==> src/rtl/router_in_queue.sv <==
// Input staging FIFO ahead of the 60-input router: first-word-fall-through, registered flags.
// Optional head parity check is enabled with `define ROUTER_IN_QUEUE_PARITY_EN.
module router_in_queue #(
  parameter int unsigned DEPTH = 4,
  parameter int unsigned WIDTH = 60,
  localparam int unsigned CW = $clog2(DEPTH) + 1
) (
  input  logic             clk,
  input  logic             rst,
  input  logic             flush,
  input  logic             in_valid,
  output logic             in_ready,
  input  logic [WIDTH-1:0] in_data,
  output logic             out_valid,
  input  logic             out_ready,
  output logic [WIDTH-1:0] out_data,
  output logic [CW-1:0]    count,
  output logic             out_perr
);

  localparam int unsigned PW = $clog2(DEPTH);

  logic [WIDTH-1:0] mem_q [DEPTH];
  logic [PW-1:0]    wr_ptr_q, wr_ptr_d;
  logic [PW-1:0]    rd_ptr_q, rd_ptr_d;
  logic [CW-1:0]    count_q, count_d;
  logic             out_valid_q, out_valid_d;
  logic             in_ready_q, in_ready_d;
  logic             push, pop;
  logic             wr_en;

  assign push  = in_valid & in_ready_q;
  assign pop   = out_valid_q & out_ready;
  // Flush wins over any handshake in the same cycle, so the offered word is dropped.
  assign wr_en = push & ~flush;

  always_comb begin
    wr_ptr_d    = wr_ptr_q;
    rd_ptr_d    = rd_ptr_q;
    count_d     = count_q;
    out_valid_d = out_valid_q;
    in_ready_d  = in_ready_q;
    if (flush) begin
      wr_ptr_d    = '0;
      rd_ptr_d    = '0;
      count_d     = '0;
      out_valid_d = 1'b0;
      in_ready_d  = 1'b1;
    end else begin
      if (push) wr_ptr_d = wr_ptr_q + PW'(1);
      if (pop)  rd_ptr_d = rd_ptr_q + PW'(1);
      count_d     = count_q + CW'(push) - CW'(pop);
      out_valid_d = (count_d != '0);
      in_ready_d  = (count_d != CW'(DEPTH));
    end
  end

  always_ff @(posedge clk or posedge rst) begin
    if (rst) begin
      wr_ptr_q    <= '0;
      rd_ptr_q    <= '0;
      count_q     <= '0;
      out_valid_q <= 1'b0;
      in_ready_q  <= 1'b0;
    end else begin
      wr_ptr_q    <= wr_ptr_d;
      rd_ptr_q    <= rd_ptr_d;
      count_q     <= count_d;
      out_valid_q <= out_valid_d;
      in_ready_q  <= in_ready_d;
    end
  end

  // Storage is deliberately not reset; out_valid qualifies the head.
  always_ff @(posedge clk) begin
    if (wr_en) mem_q[wr_ptr_q] <= in_data;
  end

  assign out_data  = mem_q[rd_ptr_q];
  assign out_valid = out_valid_q;
  assign in_ready  = in_ready_q;
  assign count     = count_q;

`ifdef ROUTER_IN_QUEUE_PARITY_EN
  logic par_q [DEPTH];

  always_ff @(posedge clk) begin
    if (wr_en) par_q[wr_ptr_q] <= ^in_data;
  end

  // Even parity: data XOR stored bit is zero for an intact entry.
  assign out_perr = out_valid_q & ((^mem_q[rd_ptr_q]) ^ par_q[rd_ptr_q]);
`else
  assign out_perr = 1'b0;
`endif

endmodule

==> config.mk <==
export PLATFORM = sky130hd
export DESIGN_NAME = router_in_queue
export DESIGN_NICKNAME = d
export VERILOG_FILES = /design/src/rtl/router_in_queue.sv
export SDC_FILE = /design/constraint.sdc
export NUM_CORES = 1
export LEC_CHECK = 0
export ABC_AREA = 1
export ABC_CLOCK_PERIOD_IN_PS = 5700
export BUFFER_PORTS_ARGS = -buffer_cell sky130_fd_sc_hd__buf_4
export CORE_ASPECT_RATIO = 0.7
export CORE_UTILIZATION = 50
export CTS_BUF_LIST = sky130_fd_sc_hd__clkbuf_2 sky130_fd_sc_hd__clkbuf_4 sky130_fd_sc_hd__clkbuf_8
export CTS_CLUSTER_SIZE = 8
export DETAILED_ROUTE_END_ITERATION = 6
export MAX_ROUTING_LAYER = met4
export PLACE_DENSITY = 0.71
export SYNTH_ARGS = -nofsm -noshare
export SYNTH_HDL_FRONTEND = slang
export SYNTH_SLANG_ARGS = --single-unit
==> constraint.sdc <==
create_clock -name clk -period 5.7 [get_ports clk]
set_input_delay 1.425 -clock clk [delete_from_list [all_inputs] [get_ports clk]]
set_output_delay 1.425 -clock clk [all_outputs]
set_load 0.03 [all_outputs]
==> results of run 1 <==
-- metrics by stage --
step | instance area [sq um] | power (uW) | util (%) | worst slack (ns)
after CTS | 11400 | 4730 | 60.4 | 1.53
after detailed placement | 10700 | 3410 | 56.9 | 2.09
after global routing | 11400 | 4910 | 60.4 | 1.34
after floorplan | 9620 | 3020 | - | 0.961
final | 11400 | 4680 | 60.4 | 1.57
after global placement | 10700 | 3390 | 56.9 | 2.10
-- layout make-up --
type                            instances  area, sq um  area share (%)
Timing Repair Buffer                  139         1080            9.49
Clock inverter                          8         33.8           0.297
Clock buffer                           50          619            5.44
Sequential cell                       249         7440            65.3
Inverter                               20         77.6           0.681
Multi-Input combinational cell        397         1840            16.1
Tap cell                              242          303            2.66
-- metal layers --
layer  part of all wire (%)  wire length [um]
met1                     46              8540
met2                     46              8550
met3                    5.8              1080
met4                    1.8               334
met5                      0                 0
-- cell families (layout without fill, tap and decap cells) --
| logic type | after synthesis | count (layout) | synth area share, % |
|---|---|---|---|
| buffers and inverters | 61 | 217 | 3.98 |
| and+or+nand+nor | 204 | 204 | 8.14 |
| AOI/OAI and AO/OA | 185 | 185 | 9.62 |
| other | 1 | 1 | 0.0390 |
| adders and majority gates | 7 | 7 | 0.988 |
| DFF | 249 | 249 | 77.2 |
-- state kept, by name, summed over array words and instances (netlist names) --
signal	flops
rd_ptr_q	2
out_valid	1
wr_ptr_q	2
mem_q	240
count	3
in_ready	1
-- critical path, cell delays in order (launching register included) --
cell     delay, ns
dfrtp_4       0.91
buf_4         0.63
nor2_1        0.10
nor2_1        0.11
o21ai_1       0.10
o21ai_1       0.13
buf_4         0.19
-- Yosys cell counts, drive strengths merged --
library cell	instances	area, sq um
conb	1	3.75
nand3	6	30.0
nor3b	1	7.51
a21oi	2	10.0
o21ai	183	916
nand3b	1	7.51
buf	37	293
inv	20	75.1
nand4	1	6.26
fa	1	20.0
dfrtp	9	225
ha	6	75.1
nor2	186	698
nand2	9	33.8
clkbuf	4	15.0
edfxtp	240	7210
-- power breakdown --
group | switching [uW] | total [uW] | internal [uW]
clock network | 624 | 1320 | 696
logic | 762 | 1140 | 377
registers | 76.0 | 2230 | 2150
-- how the worst min path moves through the flow --
stage                 from     endpoint  slack [ns]  cells past startpoint
3_3_place_gp     out_valid  rd_ptr_q[0]        0.58                      2
6_report       wr_ptr_q[0]  wr_ptr_q[0]        0.58                      1
2_1_floorplan  wr_ptr_q[0]  wr_ptr_q[0]        0.52                      1
3_5_place_dp   wr_ptr_q[1]  wr_ptr_q[1]        0.57                      2
5_1_grt        wr_ptr_q[0]  wr_ptr_q[0]        0.61                      1
4_1_cts        wr_ptr_q[0]  wr_ptr_q[0]        0.58                      1
==> impl_results.md, run 1 <==
* Outcome: finished clean
* Pin count of the biggest net entering global routing at 68
* Period minus WS final at 4.13 ns
* RSZ-0062 raised after global routing: no
* Worst Max-Slew Pin Slew at 0.854 ns
* PostCTS Resize Cnt at 0
* Post-DR vias/cell at 5.21
* Die Ht at ~120 um
* Hold Path Class: reg2reg
* Max Cap Viol at 0
* Core Footprint at 18900 sq um
* Met1 usage at 26.3%
* Htree depth at 2
* Critical Path Sink Type: primary output
* First-pass detailed-route iteration total at 4
* Postcts setup bufs at 0
* R2R Path End: mem_q[3][2]
* Final non-filler cell total at 1105
* Avg WL per Cell at roughly 17 um
* Yosys Warn Count at 0
* Initial Utilization at 51.0%
* Setup_tns at 0 ns
* CTS tree: yes
* Final setup violation count at 0
* Clock skew at around 0.018 ns
* Crit Path Category: reg2out
* Static Leak at 0.00410 uW
* Startpoint types: flop
* Hold slack at between 0.5 and 0.6 ns
* Final Hold Vio Count at 0
* WL final at 18500 um
* Root Buffer: clkbuf_8
* GRT busiest layer: met2
* Critical Path Fanout Max at 67
* Most frequent cells in the layout: edfxtp_1, nor2_1, o21ai_1
* # placed instances at 1047
* Area grow syn2layout at 18.3%
* TritonCTS Sinks at 249
* IO Count at around 130
* Peak VDD IR at 217 uV
* Flop-to-flop setup slack at 3.48 ns
* M3 GR Usage at 4.81%
* Reg2Reg Depth at 3
* Vias at between 5000 and 6000
* Post-synthesis cell type count at 20
* Diode count at 0
* DP HPWL at 10400 um
* Worst Setup EP: out_data[33]
* #FFs+latches synth at about 250
* FP Rows at 42
* Final worst path period share at 72.4%
* Layout cells sized above 1 at approximately 23%
* Overflow after GRT at 0
* CTS Buffer Depth at 3
* Slew Limit Fails at 0
* Fillers at about 1500
* Clock-pin slew on the worst setup and hold paths at approximately 0.06 ns
* Mapped Area at 9620 sq um
* Cells after Synth at 707
* Worst skew pair latency at 0.52 ns
* Seq/Total Area, Yosys at 77.2%
* Syn Area/Cell at 13.6 sq um
* Most common cell after layout, fill and taps aside: edfxtp_1
* Met2 Use GR at 30.1%
* Antenna-violating nets left at 0
* Crit path from: rd_ptr_q[0]
* Overall routing resource usage at 19.8%
* Nets at 918
* Die area at ~20000 sq um
* Normalized max-slew margin at a little over two fifths
* Number of global-route vias before repair at 5598
* Syn Nets at 779
* Total CTS buffers at 39
* Fmax at 242 MHz
* Cell Pwr Density at about 410 nW/um^2
* GP Congestion at 0.826
* Antenna violations before repair at 0
* IO Port Bufs at 129
* DR DRC count at 0
* R2R Path Start: in_ready
* First-pass GRT wire length at 29300 um
* Worst EP arrival at between 2 and 3 ns
* Critical Path RT at ~4.3 ns
* Cts hold-fix bufs at 0
* Die W at 168 um
* Starting DRT DRC Count at roughly 460
Note: power is estimated with default switching activity, not from simulation.
==> inputs of run 2 (changes only) <==
ABC_AREA = 0   (was 1)
ABC_CLOCK_PERIOD_IN_PS = 4200   (was 5700)
clock period = 4.2 ns   (was 5.7 ns; I/O delays follow)
==> run 2 against run 1 <==
Compared with the run above:
- combinational power rose by 32%
- synthesized cell count fell by 49%
- worst hold slack got worse by 0.048 ns
- setup slack worse by 0.62 ns
- critical path type unchanged
==> impl_results.md, run 2 <==
* Post-synth EDFFs at 240 (unchanged)
* Max incr delay on CP at 0.79 ns (was 0.91 ns)
* Post-synthesis cell type count at 20 (unchanged)
* Max reg flops at 240 (unchanged)
* CTS Buffer Depth at 3 (unchanged)
* Final setup violation count at 0 (unchanged)
* Final Hold Vio Count at 0 (unchanged)
* Die Ht at 115 um (was 118 um)
* Postcts setup bufs at 0 (unchanged)
* Fmax at 308 MHz
* Total CTS buffers at 39 (unchanged)
* Setup_tns at 0 ns (unchanged)
* Period minus WS final at about 3.2 ns
* TritonCTS Sinks at 249 (unchanged)
* Startpoint types: flop (unchanged)
* Antenna violations before repair at 0 (unchanged)
* Pin count of the biggest net entering global routing at 61 (was 68)
* Slew Limit Fails at 0 (unchanged)
* Post-DR vias/cell at 5.35 (was 5.21)
* Max Cap Viol at 0 (unchanged)
* DP HPWL at 9180 um (was 10400 um)
* Final worst path period share at 77.3%
* Clock skew at 0.0203 ns (was 0.0180 ns)
* Slowest-stage cell, CP: dfrtp_2 (was dfrtp_4)
* CP delay by family, top: flip-flops (unchanged)
* Antenna-violating nets left at 0 (unchanged)
* Final non-filler cell total at 771 (was 1105)
* Starting DRT DRC Count at 384 (was 463)
* Crit Path Category: reg2out (unchanged)
* Die W at 164 um (was 168 um)
* Overall routing resource usage at 18.3% (was 19.8%)
* Most frequent cells after synthesis: edfxtp_1, mux4_2, dfrtp_1 (was edfxtp_1, nor2_1, o21ai_1)
* Avg WL per Cell at 20.7 um (was 16.7 um)
* Normalized max-slew margin at 39.0% (was 42.9%)
* Cell accounting for the most synthesized area: edfxtp_1 (unchanged)
* Nets at 594 (was 918)
* Most frequent cells in the layout: edfxtp_1, buf_4, mux4_2 (was edfxtp_1, nor2_1, o21ai_1)
* Htree depth at 2 (unchanged)
* Syn Nets at 435 (was 779)
* Critical Path Sink Type: primary output (unchanged)
* First-pass GRT wire length at 24600 um (was 29300 um)
* Number of global-route vias before repair at 4518 (was 5598)
* Area grow syn2layout at 21.0% (was 18.3%)
* Initial Utilization at 52.3% (was 51.0%)
* Synth async-reset ratio at 3.61% (unchanged)
* Critical Path Fanout Max at 37 (was 67)
* Worst path buffer plus inverter count at 2 (unchanged)
* Overflow after GRT at 0 (unchanged)
* PostCTS Resize Cnt at 0 (unchanged)
* IO Count at 131 (unchanged)
* Peak VDD IR at 325 uV (was 217 uV)
* Area contributors post-synth: edfxtp_1, mux4_2, dfrtp_1, ha_1, buf_4 (was edfxtp_1, o21ai_1, nor2_1, dfrtp_1, buf_6)
* Syn Area/Cell at 25.2 sq um (was 13.6 sq um)
* DR DRC count at 0 (unchanged)
* Core Footprint at 17500 sq um (was 18900 sq um)
* Outcome: finished clean (unchanged)
* Worst Max-Slew Pin Slew at 0.915 ns (was 0.854 ns)
* Cts hold-fix bufs at 0 (unchanged)
* Synth top area share at 78.7% (was 74.9%)
* Most common cell after layout, fill and taps aside: edfxtp_1 (unchanged)
* First-pass detailed-route iteration total at 4 (unchanged)
* Vias at 4122 (was 5753)
* WL final at 15900 um (was 18500 um)
* Clock-pin slew on the worst setup and hold paths at 0.06 ns (about the same)
* Diode count at 0 (unchanged)
* Die area at 18900 sq um (was 19800 sq um)
* CTS tree: yes (unchanged)
* IO Port Bufs at 129 (unchanged)
* GP Congestion at 0.721 (was 0.826)
* Seq/Total Area, Yosys at 81.2% (was 77.2%)
* Cells after Synth at 363 (was 707)
* Top reg by flops: mem_q (unchanged)
* # placed instances at 712 (was 1047)
* Crit-path cells: buf_12, mux4_2, buf_4 (was buf_4, nor2_1, nor2_1, o21ai_1, o21ai_1, buf_4)
* Worst EP arrival at 2.20 ns (was 2.70 ns)
* Mapped Area at 9150 sq um (was 9620 sq um)
* Worst skew pair latency at 0.51 ns (was 0.52 ns)
* Cell Pwr Density at 573 nW/um^2 (was 411 nW/um^2)
* Static Leak at 0.00376 uW (was 0.00410 uW)
* Yosys Warn Count at 0 (unchanged)
* Layout cells sized above 1 at 47.6% (was 22.8%)
* Hold Path Class: in2async (was reg2reg)
* Ys flop type: edfxtp_1 (unchanged)
* RSZ-0062 raised after global routing: no (unchanged)
* Critical Path RT at 3.15 ns (was 4.28 ns)
* Most frequent cell after synthesis: edfxtp_1 (unchanged)
* #FFs+latches synth at 249 (unchanged)
* Root Buffer: clkbuf_8 (unchanged)
* FP Rows at 40 (was 42)
run 2: changes by cell type after synthesis, sizes merged, moves of 3 or more:
| cell | previous run | this run |
|---|---|---|
| o21ai | 183 | 0 |
| nor2 | 186 | 7 |
| mux4 | 0 | 60 |
| buf | 37 | 14 |
| inv | 20 | 6 |
| nand2 | 9 | 2 |
| and2 | 0 | 5 |
| nand3 | 6 | 2 |
| xnor2 | 0 | 3 |
run 2: kinds of logic after synthesis:
kind of cell | after synthesis | synth area share (%)
DFF | 249 | 81.2
muxes | 60 | 14.8
buffers and inverters | 22 | 1.44
and+or+nand+nor | 17 | 0.930
adders and majority gates | 7 | 1.04
xor gates and xnor gates | 5 | 0.478
AOI/OAI and AO/OA | 2 | 0.123
other | 1 | 0.0410
run 2: final timing paths:
kind	startpoint	endpoint	slack [ns]	cells past startpoint
worst max register to register	out_valid	in_ready	1.83	9
worst max-delay path	rd_ptr_q[1]	out_data[23]	0.95	3
min in group clk	in_ready	wr_ptr_q[1]	0.58	2
worst min register to register	in_ready	wr_ptr_q[1]	0.58	2
max in group asynchronous	rst	rd_ptr_q[0]	3.36	2
worst min-delay path	rst	wr_ptr_q[1]	0.53	2
run 2: cell type report:
cell class / instances / area [sq um]
clock buffers: 55 / 657
clock inverters: 4 / 20.0
fillers: 1234 / 6440
inverters: 6 / 22.5
multi-input cells: 92 / 1600
flip-flops and latches: 249 / 7440
well taps: 231 / 289
repair buffers: 134 / 1060
run 2: routing by layer:
| layer | global-route usage (%) | wire [um] | share of wire (%) | vias up |
|---|---|---|---|---|
| met3 | 5.45 | 1340 | 8.4 | 28 |
| met4 | 5.12 | 255 | 1.6 | 0 |
| li1 | - | - | - | 1835 |
| met1 | 24.8 | 6970 | 44 | 2116 |
| met5 | - | 0 | 0 | - |
| met2 | 27.2 | 7370 | 46 | 143 |
run 2: report_power, final:
group          internal, uW  switching, uW  total, uW
registers              2950           67.5       3020
logic                   628            875       1500
clock network           991            829       1820
total                  4570           1770       6340
run 2: through the flow:
stage               hold slack (ns)  utilization [%]  total power [uW]  setup slack (ns)  instance area (sq um)
finish                        0.533             63.2              6340             0.954                  11100
detailed placement            0.571             59.4              4600              1.07                  10400
CTS                           0.517             63.2              6420             0.909                  11100
global placement              0.560             59.4              4580              1.12                  10400
floorplan                     0.543                -              4080             0.933                   9150
global route                  0.539             63.2              6620             0.865                  11100
==> inputs of run 3 (changes only) <==
ABC_CLOCK_PERIOD_IN_PS = 3100   (was 4200)
clock period = 3.1 ns   (was 4.2 ns; I/O delays follow)
==> run 3 against run 2 <==
Compared with the run above:
- core utilization rose by 0.17 points
- via count rose by 0.75%
- first-iteration DRC count fell by 17%
- die area did not move
- highest routed layer unchanged
- final cell count rose by 0.52%
- worst hold slack got worse by 0.30 ns
- clock power rose by 31%
==> impl_results.md, run 3 (synthesized netlist as in run 2, its figures left out) <==
* Outcome: finished clean (unchanged)
* Clock skew at 0.0218 ns (was 0.0203 ns)
* Nets at 602 (was 594)
* Final core utilization at 63.4% (was 63.2%)
* Final non-filler cell total at 775 (was 771)
* First-pass detailed-route iteration total at 4 (unchanged)
* Crit-path cells: buf_4, mux4_2, buf_4 (was buf_12, mux4_2, buf_4)
* Critical Path RT at 2.32 ns (was 3.15 ns)
* Final Hold Vio Count at 0 (unchanged)
* CTS Buffer Depth at 3 (unchanged)
* Critical Path Sink Type: primary output (unchanged)
* Antenna-violating nets left at 0 (unchanged)
* Startpoint types: flop (unchanged)
* Hold Path Class: in2async (unchanged)
* Pint at 6180 uW (was 4570 uW)
* IO Count at 131 (unchanged)
* Comb power frac at 24.3% (was 23.7%)
* RSZ-0062 raised after global routing: no (unchanged)
* PostCTS Resize Cnt at 0 (unchanged)
* Core Footprint at 17500 sq um (unchanged)
* Final worst path period share at 96.0%
* Crit Path Category: reg2out (unchanged)
* Final setup violation count at 0 (unchanged)
* Most frequent cells in the layout: edfxtp_1, buf_4, mux4_2 (unchanged)
* Worst Max-Slew Pin Slew at 0.528 ns (was 0.915 ns)
* WL final at 15900 um (about the same)
* FP Rows at 40 (unchanged)
* Max Cap Viol at 0 (unchanged)
* Pin count of the biggest net entering global routing at 36 (was 61)
* Area grow syn2layout at 21.4% (was 21.0%)
* Net Sw Power at 2380 uW (was 1770 uW)
* CP delay by family, top: flip-flops (unchanged)
* Worst skew pair latency at 0.50 ns (was 0.51 ns)
* Vias at 4153 (was 4122)
* Starting DRT DRC Count at 317 (was 384)
* DR DRC count at 0 (unchanged)
* Most used cell, CP: buf_4
* Max incr delay on CP at 0.61 ns (was 0.79 ns)
* Clock-pin slew on the worst setup and hold paths at 0.06 ns (about the same)
* Die area at 18900 sq um (unchanged)
* Static Leak at 0.00379 uW (was 0.00376 uW)
* Die Ht at 115 um (unchanged)
* Period minus WS final at 2.98 ns
* Diode count at 0 (unchanged)
* Initial Utilization at 52.3% (unchanged)
* Post-DR vias/cell at 5.36 (was 5.35)
* Top reg by flops: mem_q (unchanged)
* Final instance area at 11100 sq um (about the same)
* Total CTS buffers at 38 (was 39)
* Clk pwr share at 27.8% (was 28.7%)
* Postcts setup bufs at 0 (unchanged)
* Overall routing resource usage at 18.0% (was 18.3%)
* Crit path from: rd_ptr_q[0] (was rd_ptr_q[1])
* # placed instances at 721 (was 712)
* Number of global-route vias before repair at 4444 (was 4518)
* R2R Path Start: out_valid (unchanged)
* Critical Path Fanout Max at 14 (was 37)
* CTS tree: yes (unchanged)
* DP HPWL at 9700 um (was 9180 um)
* GP Congestion at 0.709 (was 0.721)
* Normalized max-slew margin at 64.8% (was 39.0%)
* Antenna violations before repair at 0 (unchanged)
* TritonCTS Sinks at 249 (unchanged)
* Peak VDD IR at 422 uV (was 325 uV)
* Avg WL per Cell at 20.5 um (was 20.7 um)
* Max reg flops at 240 (unchanged)
* Part of the power in registers at 47.9% (was 47.6%)
* Worst EP arrival at 2.20 ns (about the same)
* Slew Limit Fails at 0 (unchanged)
* First-pass GRT wire length at 24100 um (was 24600 um)
* Overflow after GRT at 0 (unchanged)
* Cts hold-fix bufs at 0 (unchanged)
* IO Port Bufs at 129 (unchanged)
* Setup_tns at 0 ns (unchanged)
* Most common cell after layout, fill and taps aside: edfxtp_1 (unchanged)
* Switch share at 27.8% (was 27.9%)
* Area after DPL at 10500 sq um (was 10400 sq um)
* Slowest-stage cell, CP: dfrtp_4 (was dfrtp_2)
* Fmax at 336 MHz
* Htree depth at 2 (unchanged)
* Die W at 164 um (unchanged)
* Layout cells sized above 1 at 48.0% (was 47.6%)
* Cell Pwr Density at 771 nW/um^2 (was 573 nW/um^2)
* Worst path buffer plus inverter count at 2 (unchanged)
* Root Buffer: clkbuf_8 (unchanged)
[run 3: cell types whose count changed in the layout (fill, tap and decap cells not counted)]
cell,before,now
buf_4,130,139
buf_6,0,1
buf_12,4,3
clkbuf_8,39,40
clkinv_2,1,0
clkbuf_4,16,11
[run 3: layout make-up]
cell class / instances / area, sq um
well taps: 231 / 289
clock inverters: 3 / 15.0
fillers: 1206 / 6410
flip-flops and latches: 249 / 7440
inverters: 6 / 22.5
multi-input cells: 92 / 1600
repair buffers: 143 / 1110
clock buffers: 51 / 633
[run 3: through the flow]
stage	setup slack (ns)	total power [uW]	hold slack, ns
6_report	0.123	8560	0.236
5_1_grt	0.00439	8950	0.233
4_1_cts	0.0562	8680	0.219
3_5_place_dp	0.213	6280	0.576
3_3_place_gp	0.291	6240	0.566
2_1_floorplan	0.108	5520	0.543
[run 3: power groups by stage]
stage	sequential, uW	combinational, uW	clock (uW)
5_1_grt	4130	2210	2610
6_report	4100	2080	2380
2_1_floorplan	4190	1340	0
3_5_place_dp	4180	2100	0
3_3_place_gp	4160	2080	0
4_1_cts	4110	2110	2460
[run 3: final timing paths]
| check | to | cells past startpoint | slack [ns] |
|---|---|---|---|
| min reg2reg | wr_ptr_q[1] | 2 | 0.58 |
| max reg2reg | in_ready | 9 | 0.70 |
| min | rd_ptr_q[1] | 2 | 0.24 |
| max in group asynchronous | rd_ptr_q[0] | 2 | 2.58 |
| max | out_data[55] | 3 | 0.12 |
| min in group clk | mem_q[3][56] | 1 | 0.47 |
[run 3: metal layers]
layer	vias to the layer above	GRT usage (%)	wire length, um
met5	-	-	0
met4	0	4.88	216
met3	28	5.84	1450
met2	149	27.0	7430
met1	2125	24.1	6800
li1	1851	-	-
